===== src/rtl/starfield_ramp_ctrl.sv =====
// starfield_ramp_ctrl
// Frame-synchronous velocity ramp controller for the starfield generator.
// Holds CPU-written H/V target velocities, steps the current velocities toward
// them once per frame on a vblank edge, and programs the starfield registers
// over its write bus. CPU enable writes are forwarded on the same bus.
module starfield_ramp_ctrl #(
   parameter logic [7:0] STEP_RESET = 8'd0,
   parameter logic       EN_RESET   = 1'b0,
   parameter bit         VB_RISING  = 1'b1
) (
   input  logic               clk,
   input  logic               rst_n,
   input  logic               vblank,
   input  logic [2:0]         cpu_addr,
   input  logic [7:0]         cpu_data_in,
   input  logic               cpu_write,
   output logic [2:0]         sf_addr,
   output logic [7:0]         sf_data,
   output logic               sf_write,
   output logic               busy,
   output logic signed [15:0] h_speed,
   output logic signed [15:0] v_speed,
   output logic               at_target
);

   typedef enum logic [2:0] {
      S_IDLE,
      S_CALC,
      S_WR_EN,
      S_WR_H1,
      S_WR_H2,
      S_WR_V1,
      S_WR_V2
   } state_t;

   // One ramp step from cur toward tgt; a zero step or a remaining distance
   // within one step lands exactly on the target.
   function automatic logic signed [15:0] ramp_toward(input logic signed [15:0] cur,
                                                      input logic signed [15:0] tgt,
                                                      input logic [7:0]         step);
      logic signed [16:0] diff;
      logic [16:0]        adiff;
      logic signed [15:0] res;
      diff  = $signed({tgt[15], tgt}) - $signed({cur[15], cur});
      adiff = diff[16] ? -diff : diff;
      if (step == 8'd0 || adiff <= {9'd0, step})
         res = tgt;
      else if (diff[16])
         res = cur - $signed({8'd0, step});
      else
         res = cur + $signed({8'd0, step});
      return res;
   endfunction

   // Starfield register format {dir, mag[14:0]}, dir=1 for zero/positive.
   function automatic logic [15:0] sf_encode(input logic signed [15:0] v);
      logic signed [15:0] a;
      a = v[15] ? -v : v;
      return {~v[15], a[14:0]};
   endfunction

   // CPU target format {dir, mag[14:8]}, mag[7:0] to a signed velocity.
   function automatic logic signed [15:0] tgt_decode(input logic [7:0] hi,
                                                     input logic [7:0] lo);
      logic signed [15:0] m;
      m = $signed({1'b0, hi[6:0], lo});
      return hi[7] ? m : -m;
   endfunction

   state_t             state, state_nx;
   logic               vb_q;
   logic               trig;
   logic [7:0]         h_hold, v_hold;
   logic signed [15:0] h_tgt, v_tgt;
   logic [7:0]         step;
   logic               en, en_nx;
   logic               en_wr, en_req;
   logic               en_pending, vb_pending;
   logic               h_dirty, v_dirty;
   logic signed [15:0] h_calc, v_calc;
   logic               h_dirty_calc, v_dirty_calc;
   logic               start_calc;
   logic signed [15:0] h_out, v_out;
   logic [15:0]        h_enc, v_enc;
   logic [2:0]         wr_addr_nx;
   logic [7:0]         wr_data_nx;
   logic               wr_nx;

   assign trig         = VB_RISING ? (vblank & ~vb_q) : (~vblank & vb_q);
   assign en_wr        = cpu_write && (cpu_addr == 3'd0);
   assign en_req       = en_pending | en_wr;
   assign en_nx        = en_wr ? cpu_data_in[0] : en;
   assign h_calc       = ramp_toward(h_speed, h_tgt, step);
   assign v_calc       = ramp_toward(v_speed, v_tgt, step);
   assign h_dirty_calc = h_dirty | (h_calc != h_speed);
   assign v_dirty_calc = v_dirty | (v_calc != v_speed);
   assign start_calc   = (state == S_IDLE) && !en_req && (trig || vb_pending);
   assign h_out        = (state == S_CALC) ? h_calc : h_speed;
   assign v_out        = (state == S_CALC) ? v_calc : v_speed;
   assign h_enc        = sf_encode(h_out);
   assign v_enc        = sf_encode(v_out);
   assign busy         = (state != S_IDLE);

   // State register.
   always_ff @(posedge clk or negedge rst_n) begin
      if (!rst_n) state <= S_IDLE;
      else        state <= state_nx;
   end

   // Next state plus the write-bus values that go with the state being entered.
   always_comb begin
      state_nx   = state;
      wr_addr_nx = 3'd0;
      wr_data_nx = 8'd0;
      unique case (state)
         S_IDLE: begin
            if (en_req)                  state_nx = S_WR_EN;
            else if (trig || vb_pending) state_nx = S_CALC;
         end
         S_CALC: begin
            if (h_dirty_calc)      state_nx = S_WR_H1;
            else if (v_dirty_calc) state_nx = S_WR_V1;
            else                   state_nx = S_IDLE;
         end
         S_WR_EN: state_nx = S_IDLE;
         S_WR_H1: state_nx = S_WR_H2;
         S_WR_H2: state_nx = v_dirty ? S_WR_V1 : S_IDLE;
         S_WR_V1: state_nx = S_WR_V2;
         S_WR_V2: state_nx = S_IDLE;
         default: state_nx = S_IDLE;
      endcase
      case (state_nx)
         S_WR_EN: begin wr_addr_nx = 3'd0; wr_data_nx = {7'd0, en_nx}; end
         S_WR_H1: begin wr_addr_nx = 3'd1; wr_data_nx = h_enc[15:8];   end
         S_WR_H2: begin wr_addr_nx = 3'd2; wr_data_nx = h_enc[7:0];    end
         S_WR_V1: begin wr_addr_nx = 3'd3; wr_data_nx = v_enc[15:8];   end
         S_WR_V2: begin wr_addr_nx = 3'd4; wr_data_nx = v_enc[7:0];    end
         default: begin wr_addr_nx = 3'd0; wr_data_nx = 8'd0;          end
      endcase
      wr_nx = (state_nx == S_WR_EN) || (state_nx == S_WR_H1) || (state_nx == S_WR_H2) ||
              (state_nx == S_WR_V1) || (state_nx == S_WR_V2);
   end

   // Registered starfield bus; address/data hold their last value between writes.
   always_ff @(posedge clk or negedge rst_n) begin
      if (!rst_n) begin
         sf_addr  <= 3'd0;
         sf_data  <= 8'd0;
         sf_write <= 1'b0;
      end else begin
         sf_write <= wr_nx;
         if (wr_nx) begin
            sf_addr <= wr_addr_nx;
            sf_data <= wr_data_nx;
         end
      end
   end

   // CPU register file: high bytes wait in a hold register until the low byte commits.
   always_ff @(posedge clk or negedge rst_n) begin
      if (!rst_n) begin
         en     <= EN_RESET;
         h_hold <= 8'd0;
         v_hold <= 8'd0;
         h_tgt  <= '0;
         v_tgt  <= '0;
         step   <= STEP_RESET;
      end else if (cpu_write) begin
         case (cpu_addr)
            3'd0:    en     <= cpu_data_in[0];
            3'd1:    h_hold <= cpu_data_in;
            3'd2:    h_tgt  <= tgt_decode(h_hold, cpu_data_in);
            3'd3:    v_hold <= cpu_data_in;
            3'd4:    v_tgt  <= tgt_decode(v_hold, cpu_data_in);
            3'd5:    step   <= cpu_data_in;
            default: ;
         endcase
      end
   end

   // Trigger and enable request tracking; a single pending trigger is remembered.
   always_ff @(posedge clk or negedge rst_n) begin
      if (!rst_n) begin
         vb_q       <= 1'b0;
         vb_pending <= 1'b0;
         en_pending <= 1'b1;
      end else begin
         vb_q <= vblank;
         if (start_calc)  vb_pending <= vb_pending & trig;
         else if (trig)   vb_pending <= 1'b1;
         if (en_wr)                 en_pending <= 1'b1;
         else if (state == S_WR_EN) en_pending <= 1'b0;
      end
   end

   // Velocity update in CALC; dirty flags clear on the second write of each pair.
   always_ff @(posedge clk or negedge rst_n) begin
      if (!rst_n) begin
         h_speed   <= '0;
         v_speed   <= '0;
         at_target <= 1'b1;
         h_dirty   <= 1'b1;
         v_dirty   <= 1'b1;
      end else begin
         if (state == S_CALC) begin
            h_speed   <= h_calc;
            v_speed   <= v_calc;
            at_target <= (h_calc == h_tgt) && (v_calc == v_tgt);
            h_dirty   <= h_dirty_calc;
            v_dirty   <= v_dirty_calc;
         end else begin
            if (state == S_WR_H2) h_dirty <= 1'b0;
            if (state == S_WR_V2) v_dirty <= 1'b0;
         end
      end
   end

endmodule


===== config.mk =====
export PLATFORM = sky130hd
export DESIGN_NAME = starfield_ramp_ctrl
export DESIGN_NICKNAME = d
export VERILOG_FILES = /design/src/rtl/starfield_ramp_ctrl.sv
export SDC_FILE = /design/constraint.sdc
export NUM_CORES = 1
export LEC_CHECK = 0
export ABC_CLOCK_PERIOD_IN_PS = 6100
export CORE_MARGIN = 3
export CORE_UTILIZATION = 30
export CTS_CLUSTER_SIZE = 25
export DETAILED_ROUTE_END_ITERATION = 6
export SETUP_SLACK_MARGIN = 0.02
export SLEW_MARGIN = 0
export SYNTH_ARGS = -nofsm -noshare
export SYNTH_HDL_FRONTEND = slang
export SYNTH_SLANG_ARGS = --single-unit
export TNS_END_PERCENT = 10

===== constraint.sdc =====
create_clock -name clk -period 6.1 [get_ports clk]
set_input_delay 1.83 -clock clk [delete_from_list [all_inputs] [get_ports clk]]
set_output_delay 1.83 -clock clk [all_outputs]
set_load 0.005 [all_outputs]

# Word level (Yosys, flattened, before mapping)
# Index checks and enable logic that the tools add are counted.
# Widths: inputs -> output; s select.
dict set report totals {
  reg_bits 110
  input_bits 15
  word_cells 115
  out_inout_bits 46
}
dict set report classes {
  n_addsub 12
  n_eq_ne 20
  bitwise 8
  order_cmp 2
  n_mux 29
  reduce_logical 26
}
# cell n
set op_table {}
lappend op_table {{$mux 16} 8}
lappend op_table {{$pmux 8 s5} 1}
lappend op_table {{$le 17x8->1} 2}
lappend op_table {{$mux 17} 2}
lappend op_table {{$neg 17->17} 2}
lappend op_table {{$sub 16x16->17} 2}
lappend op_table {{$add 16x9->16} 2}
lappend op_table {{$eq 16x16->1} 2}
lappend op_table {{$ne 16x16->1} 2}
lappend op_table {{$neg 15->16} 2}
lappend op_table {{$sub 16x9->16} 2}
lappend op_table {{$mux 15} 2}
lappend op_table {{$neg 15->15} 2}
lappend op_table {{$eq 3x3->1 const B} 8}
lappend op_table {{$eq 3x2->1 const B} 6}
lappend op_table {{$mux 3} 5}
lappend op_table {{$pmux 3 s5} 1}
lappend op_table {{$pmux 3 s4} 1}
lappend op_table {{$reduce_and 2->1} 6}
lappend op_table {{$mux 1} 9}
lappend op_table {{$logic_not 8->1} 1}
lappend op_table {{$reduce_bool 2->1} 4}
lappend op_table {{$logic_or 1x1->1} 7}
lappend op_table {{$eq 3x1->1 const B} 2}
lappend op_table {{7 further kinds} 16}

# Logic depth before layout (Yosys ltp)
# Gate-level depths: netlist of run 1.
dict set report depth {
  ltp_word 16
  ltp_mapped 34
  mapped_depth_nobuf 30
}

# Worst setup path after synthesis of run 1
# Ideal clock, no wire load.
dict set report synth_path {
  kind {reg-to-reg}
  startpoint {register v_speed[0]}
  endpoint {register sf_data[4]}
  stages_incl_launch_ff 34
  slack_ns -0.182
  n_path_buf 4
  arrival_time_ns 6.156
  path_cell_list {dfrtp_1 > ha_1 > fa_1 > nand2b_1 > a21o_1 > a21o_1 > a21oi_1 > or2_2 > clkbuf_1 > clkbuf_1 > nor2_1 > a21oi_1 > ha_1 > nor2b_1 > o21a_1 > o21a_1 > o211ai_1 > a21boi_0 > o31ai_1 > nand4_1 > a31oi_1 > a31oi_2 > buf_6 > buf_6 > mux2i_1 > mux2_2 > inv_1 > ha_1 > inv_1 > nor3_2 > a31oi_1 > xnor2_1 > nor2_1 > o32a_1}
}
# item line
set synth_lines {}
lappend synth_lines {{start, declared} 22} ;# output logic signed [15:0] v_speed,
lappend synth_lines {{start signal, assigned} 207} ;# v_speed <= v_calc;
lappend synth_lines {{$sub 16x16->17} 44} ;# diff = $signed({tgt[15], tgt}) - $signed({cur[15], cur});
lappend synth_lines {{$neg 17->17} 45} ;# adiff = diff[16] ? -diff : diff;
lappend synth_lines {{$mux 17} 45}
lappend synth_lines {{$le 17x8->1} 46} ;# if (step == 8'd0 || adiff <= {9'd0, step})
lappend synth_lines {{$logic_or 1x1->1} 46}
lappend synth_lines {{$mux 16 (*)} 46}
lappend synth_lines {{$mux 16 (*)} n/a}
lappend synth_lines {{via v_out[1]} 83} ;# logic signed [15:0] h_out, v_out;
lappend synth_lines {{$neg 15->15 (*)} 58} ;# a = v[15] ? -v : v;
lappend synth_lines {{$mux 15 (*)} 58}
lappend synth_lines {{$pmux 8 s5 (*)} 132} ;# case (state_nx)
lappend synth_lines {{end signal, assigned} 154} ;# sf_data <= wr_data_nx;
lappend synth_lines {{end, declared} 18} ;# output logic [7:0] sf_data,
# The timed path passes the listed nets; every way through them passes the cells marked *.
# A chain may end at the register's enable or synchronous reset.

# Worst setup path in the final report of run 1
dict set report layout_path {
  startpoint {register v_speed[0]}
  endpoint {register sf_data[6]}
}
dict set report layout_between {
  elab_chain_len 16
}
# item line
set layout_rtl {}
lappend layout_rtl {{$sub 16x16->17} 44}
lappend layout_rtl {{$neg 17->17} 45}
lappend layout_rtl {{$mux 17} 45}
lappend layout_rtl {{$le 17x8->1} 46}
lappend layout_rtl {{$logic_or 1x1->1} 46}
lappend layout_rtl {{$mux 16} 46}
lappend layout_rtl {{$ne 16x16->1 (*)} 96} ;# assign v_dirty_calc = v_dirty | (v_calc != v_speed);
lappend layout_rtl {{$or 1x1->1 (*)} 96}
lappend layout_rtl {{$mux 3 (*)} 122} ;# else if (v_dirty_calc) state_nx = S_WR_V1;
lappend layout_rtl {{$mux 3 (*)} 121} ;# if (h_dirty_calc) state_nx = S_WR_H1;
lappend layout_rtl {{$pmux 3 s5 (*)} 115} ;# unique case (state)
lappend layout_rtl {{via state_nx[2]} 70} ;# state_t state, state_nx;
lappend layout_rtl {{$eq 3x2->1} {132, 140}}
lappend layout_rtl {{$logic_or 1x1->1 (3 in a row)} 140} ;# wr_nx = (state_nx == S_WR_EN) || (state_nx == S_WR_H1) || (state_nx == S_WR_H2) ||
lappend layout_rtl {{$logic_or 1x1->1} 141} ;# (state_nx == S_WR_V1) || (state_nx == S_WR_V2);
# Marked as above.

==> results of run 1 <==
what timing repair did:
item | in CTS | in global routing
cloned | 0 | 1
buffers inserted | 2 | 18
setup endpoints to repair | 14 | 15
pin swaps | 6 | 40
resized for setup | 23 | 75
hold buffers | 0 | 0
area by class of cell:
class                      instances  area [µm²]  area share
clock buffer                      10         229      0.0137
clock inverter                     6        91.3     0.00545
inverter                          95         357      0.0213
multi-input combinational       1322        9560       0.571
sequential                       110        2760       0.165
tap                              532         666      0.0397
timing repair buffer             390        3090       0.185
state kept, by name, indices dropped and copies added (netlist names):
name	cells
h_dirty	1
h_hold	8
h_speed	16
vb_pending	1
at_target	1
v_dirty	1
vb_q	1
sf_addr	3
h_tgt	16
en_pending	1
v_hold	8
en	1
sf_data	8
step	8
state	3
v_tgt	16
sf_write	1
v_speed	16
per-stage QoR:
| step | instance area [µm²] | TNS [ps] | hold slack [ps] | std cells | setup WS [ps] |
|---|---|---|---|---|---|
| after CTS | 16300 | 0 | 480 | 2446 | 28.6 |
| after global routing | 16700 | -975 | 511 | 2465 | -193 |
| final | 16700 | 0 | 481 | 2465 | 78.9 |
| after floorplan | 12500 | 0 | 444 | 1590 | 6.84 |
| after detailed placement | 15800 | -4310 | 460 | 2428 | -458 |
| after global placement | 15800 | -3050 | 458 | 2428 | -355 |
worst paths after layout:
kind / from / end / cells after the start
min in group asynchronous: rst_n / v_hold[4] / 1
hold reg to reg: at_target / at_target / 2
setup / recovery: v_speed[0] / sf_data[6] / 31
max in group asynchronous: rst_n / v_speed[10] / 2
hold / removal: at_target / at_target / 2
setup reg to reg: v_speed[0] / sf_data[6] / 31
per-layer routing:
layer	vias to the layer above	share of wire	global-route usage
met5	-	0	0
met4	0	0.029	0.0614
met3	79	0.066	0.0262
met2	500	0.45	0.343
met1	6583	0.46	0.299
li1	6485	-	-
worst max-delay path, delay by kind of cell, from the launching register on:
family / cells / cell delay [ps]
fa+ha+maj: 3 / 840
buf+inv: 7 / 1050
flops: 1 / 420
simple gates: 6 / 1340
compound gates: 14 / 2170
xor+xnor: 1 / 80
kinds of logic after synthesis:
| family | Yosys count | share of synthesized area |
|---|---|---|
| XOR/XNOR | 174 | 0.123 |
| multiplexers | 49 | 0.0422 |
| adder cells (fa/ha/maj) | 90 | 0.0922 |
| AO/OA/AOI/OAI | 480 | 0.259 |
| AND/OR/NAND/NOR | 529 | 0.213 |
| buffers and inverters | 158 | 0.0503 |
| flip-flops | 110 | 0.220 |
Yosys cell counts, drive strengths merged, types with 24 or more instances:
cell | instances | share of area
a21o | 26 | 0.016
a21oi | 134 | 0.054
a31oi | 27 | 0.015
clkbuf | 48 | 0.014
dfrtp | 106 | 0.21
ha | 85 | 0.085
inv | 94 | 0.028
mux2 | 27 | 0.025
nand2 | 112 | 0.034
nand3 | 31 | 0.013
nand4 | 24 | 0.012
nor2 | 175 | 0.053
nor3 | 34 | 0.014
o21ai | 95 | 0.038
xnor2 | 120 | 0.084
xor2 | 53 | 0.037
==> metrics.cfg, run 1 <==
[outcome]
outcome=complete, no violations

[cts]
clock_latency_ps=360
cts_tree=done
cts_root_buffer=clkbuf_16
numCtsBuffers=9
cts_sinks=110
path_clk_slew_ps=80
cts_max_path_buffers=2
htree_levels=3

[sta]
slew_viol_final=0
fmax_mhz=166
grt_setup_unrepaired=true
hold_viol=0
relSlewSlack=0.362
worstMarginPinSlew_ps=952
setup_viol=0
fin_skew_ps=16.9
finalCriticalPeriod_ps=6020
period_share=0.987

[synthesis]
synth_edf_count=0
syn_avg_cell_area_um2=7.87
syn_nets=1694
synth-seq-area-share=0.220
async_flop_share=1.00
synthFlopType=dfrtp_1
ys_ff_latch=110
syn_inst=1590
yosysUniqueCellTypes=111
ys_warn_count=0
syn_area_mm2=0.0125

[routing]
via_per_inst=5.54
drt-total-wl_um=48900
wl_per_cell_um=19.8
drc=0
drtIter0Drc=1149
dr.pass1.iters=6
vias=13600
ant_nets=0

[floorplan]
io_pins=61
start_util=0.305
die_h_um=210
die_area_mm2=0.0442
rows=74
die_w_um=210
core_area_mm2=0.0410

[min_path]
worstHoldPathType=reg -> reg

[layout]
layout_commonest_cell=buf_4
layout-drive-gt1-share=0.254
fillers=4179
diodes=0
final_cell_mix=buf_4, nor2_1, a21oi_1
nNetsFinal=2032
fin_util=0.408
area_delta_synth_final_pct=33.8

[global_routing]
grt_use_total=0.212
grt_max_degree=67
grt.overflow.total=0
grt_pass1_wl_um=74500
antenna_found_initial=0
grt_pass1_vias=13100

[placed_design]
dp_hpwl_um=39700
port-buffer-count=60
gp_congestion=0.996

[setup_path]
critPathMaxStageDelay_ps=600
required_ps=6350
crit_type=reg -> reg
cp_slowest_cell=or4b_2
start_kind=flip-flop
path_common_cell=buf_4
crit_arrival_ps=6270
worstPathMaxFanout=4
worstSetupEndpointType=flip-flop
r2r_setup_slack_ps=80

[flow_run]
maxCapViolations=0

Power of run 1 is left out: the tool's default activity adds up to more than one toggle a clock period on the data nets, which glitch-free logic cannot reach.
==> run 2, diff against run 1 <==
CORE_UTILIZATION = 35   (was 30)
==> metrics.cfg, run 2 (same netlist as run 1, synthesis figures left out) <==
[sta]
hold_viol=0  ; unchanged
setup_viol=0  ; unchanged
period_share=0.982  ; -0.00504
relSlewSlack=0.251  ; -0.110
worstMarginPinSlew_ps=1120  ; +165 ps
grt_setup_unrepaired=true
fin_skew_ps=11.2  ; -5.68 ps
slew_viol_final=0  ; unchanged
fmax_mhz=167  ; +0.51%
finalCriticalPeriod_ps=5990  ; -30.7 ps
fin_hold_ws_ps=481  ; +0.200 ps

[placed_design]
dp.cells=2319  ; -4.5%
port-buffer-count=60  ; unchanged
gp_congestion=1.02  ; +2.9%
dp_hpwl_um=39400  ; -0.63%

[global_routing]
grt_use_total=0.244  ; +0.0316
grt_max_degree=64  ; -4.5%
grt_pass1_vias=13000  ; -0.60%
grt_pass1_wl_um=73500  ; -1.3%
grt.overflow.total=0  ; unchanged
antenna_found_initial=0  ; unchanged

[flow_run]
maxCapViolations=0  ; unchanged

[min_path]
worstHoldPathType=reg -> reg
hold_end=at_target
worstHoldPathCells=2  ; unchanged
worstHoldStart=at_target

[outcome]
outcome=complete, no violations

[setup_path]
path_common_cell=a21o_1
r2r_setup_slack_ps=110  ; +30 ps
critPathMaxStageDelay_ps=450  ; -150 ps
worstPathMaxFanout=7  ; +3
crit_type=reg -> reg
crit_arrival_ps=6240  ; -30 ps
required_ps=6350  ; about the same
worstReg2RegEnd=sf_data[4]
ff2ff_path_depth=28  ; -9.7%
rr_startpoint=h_tgt[0]
cp_slowest_cell=fa_1
start_kind=flip-flop
crit_family=compound AO/OA/AOI/OAI gates
worstSetupEndpointType=flip-flop
cp_num_buf_inv=3  ; -4

[floorplan]
die_area_mm2=0.0381  ; -14%
rows=68  ; -8.1%
io_pins=61  ; unchanged
die_h_um=195  ; -7.2%
core_area_mm2=0.0349  ; -15%
start_util=0.359  ; +0.0537
die_w_um=195  ; -7.2%

[routing]
drc=0  ; unchanged
wl_per_cell_um=20.7  ; +4.5%
via_per_inst=5.75  ; +3.8%
ant_nets=0  ; unchanged
drt-total-wl_um=48900  ; about the same
drtIter0Drc=1146  ; -0.26%
dr.pass1.iters=5  ; -1
vias=13600  ; -0.71%

[cts]
cts_max_path_buffers=2  ; unchanged
htree_levels=3  ; unchanged
cts_root_buffer=clkbuf_16
cts_tree=done
path_clk_slew_ps=80  ; about the same
cts_hold_buf=0  ; unchanged
numCtsBuffers=9  ; unchanged
cts_sinks=110  ; unchanged
clock_latency_ps=360  ; about the same

[layout]
nNetsFinal=2002  ; -1.5%
layout_commonest_cell=buf_4
fillers=3418  ; -18%
layout-drive-gt1-share=0.242  ; -0.0123
fin_cells=2358  ; -4.3%
area_delta_synth_final_pct=31.4
final_cell_mix=buf_4, nor2_1, a21oi_1
diodes=0  ; unchanged

==> run 2: cell types whose count changed in the layout (fill, tap and decap cells not counted), moves of 3 or more <==
| cell | delta |
|---|---|
| buf_6 | +4 |
| inv_6 | -3 |
| clkbuf_1 | +3 |
| a21oi_2 | +4 |
| a21oi_1 | -4 |
| buf_4 | -32 |
| inv_1 | -4 |
| inv_2 | +4 |
==> run 2: area by class of cell <==
cell class / count / area, µm² / share of cell area
tap: 455 / 569 / 0.0346
timing repair buffer: 360 / 2880 / 0.175
clock inverter: 3 / 68.8 / 0.00419
sequential: 110 / 2760 / 0.168
multi-input combinational: 1322 / 9570 / 0.582
inverter: 95 / 357 / 0.0217
clock buffer: 13 / 240 / 0.0146
==> run 2: what timing repair did <==
item | in CTS | in global routing
setup buffers | 3 | 21
endpoints found under the setup margin | 14 | 17
gates resized for setup | 25 | 85
pin swaps | 10 | 47
==> run 2: through the flow <==
step                       util  TNS [ps]  setup slack, ps  area [µm²]
final                     0.471         0              110       16400
after global routing      0.471     -1180             -174       16400
after CTS                 0.458         0             11.0       16000
after detailed placement  0.445     -3220             -374       15500
after global placement    0.445     -2410             -309       15500
after floorplan               -         0             6.84       12500
==> run 2: layer usage <==
metal | track usage | wire, µm
met5 | 0 | 0
met4 | 0.0671 | 1270
met3 | 0.0523 | 4110
met2 | 0.386 | 21700
met1 | 0.337 | 21800
==> run 2: worst register-to-register path, delay by kind of cell (launching register included) <==
kind	cells	cell delay [ps]
flops	1	350
buf+inv	3	310
fa+ha+maj	3	1060
simple gates	7	980
compound gates	15	3200
==> run 2: worst max-delay path by stage <==
stage | cells past startpoint | from | endpoint
2_1_floorplan | 33 | v_speed[0] | sf_data[4]
3_3_place_gp | 30 | v_speed[0] | sf_data[4]
3_5_place_dp | 33 | v_tgt[0] | sf_data[4]
4_1_cts | 33 | v_tgt[0] | sf_data[4]
5_1_grt | 30 | v_speed[7] | sf_data[0]
6_report | 28 | h_tgt[0] | sf_data[4]
Power of run 2 is left out for the same reason.
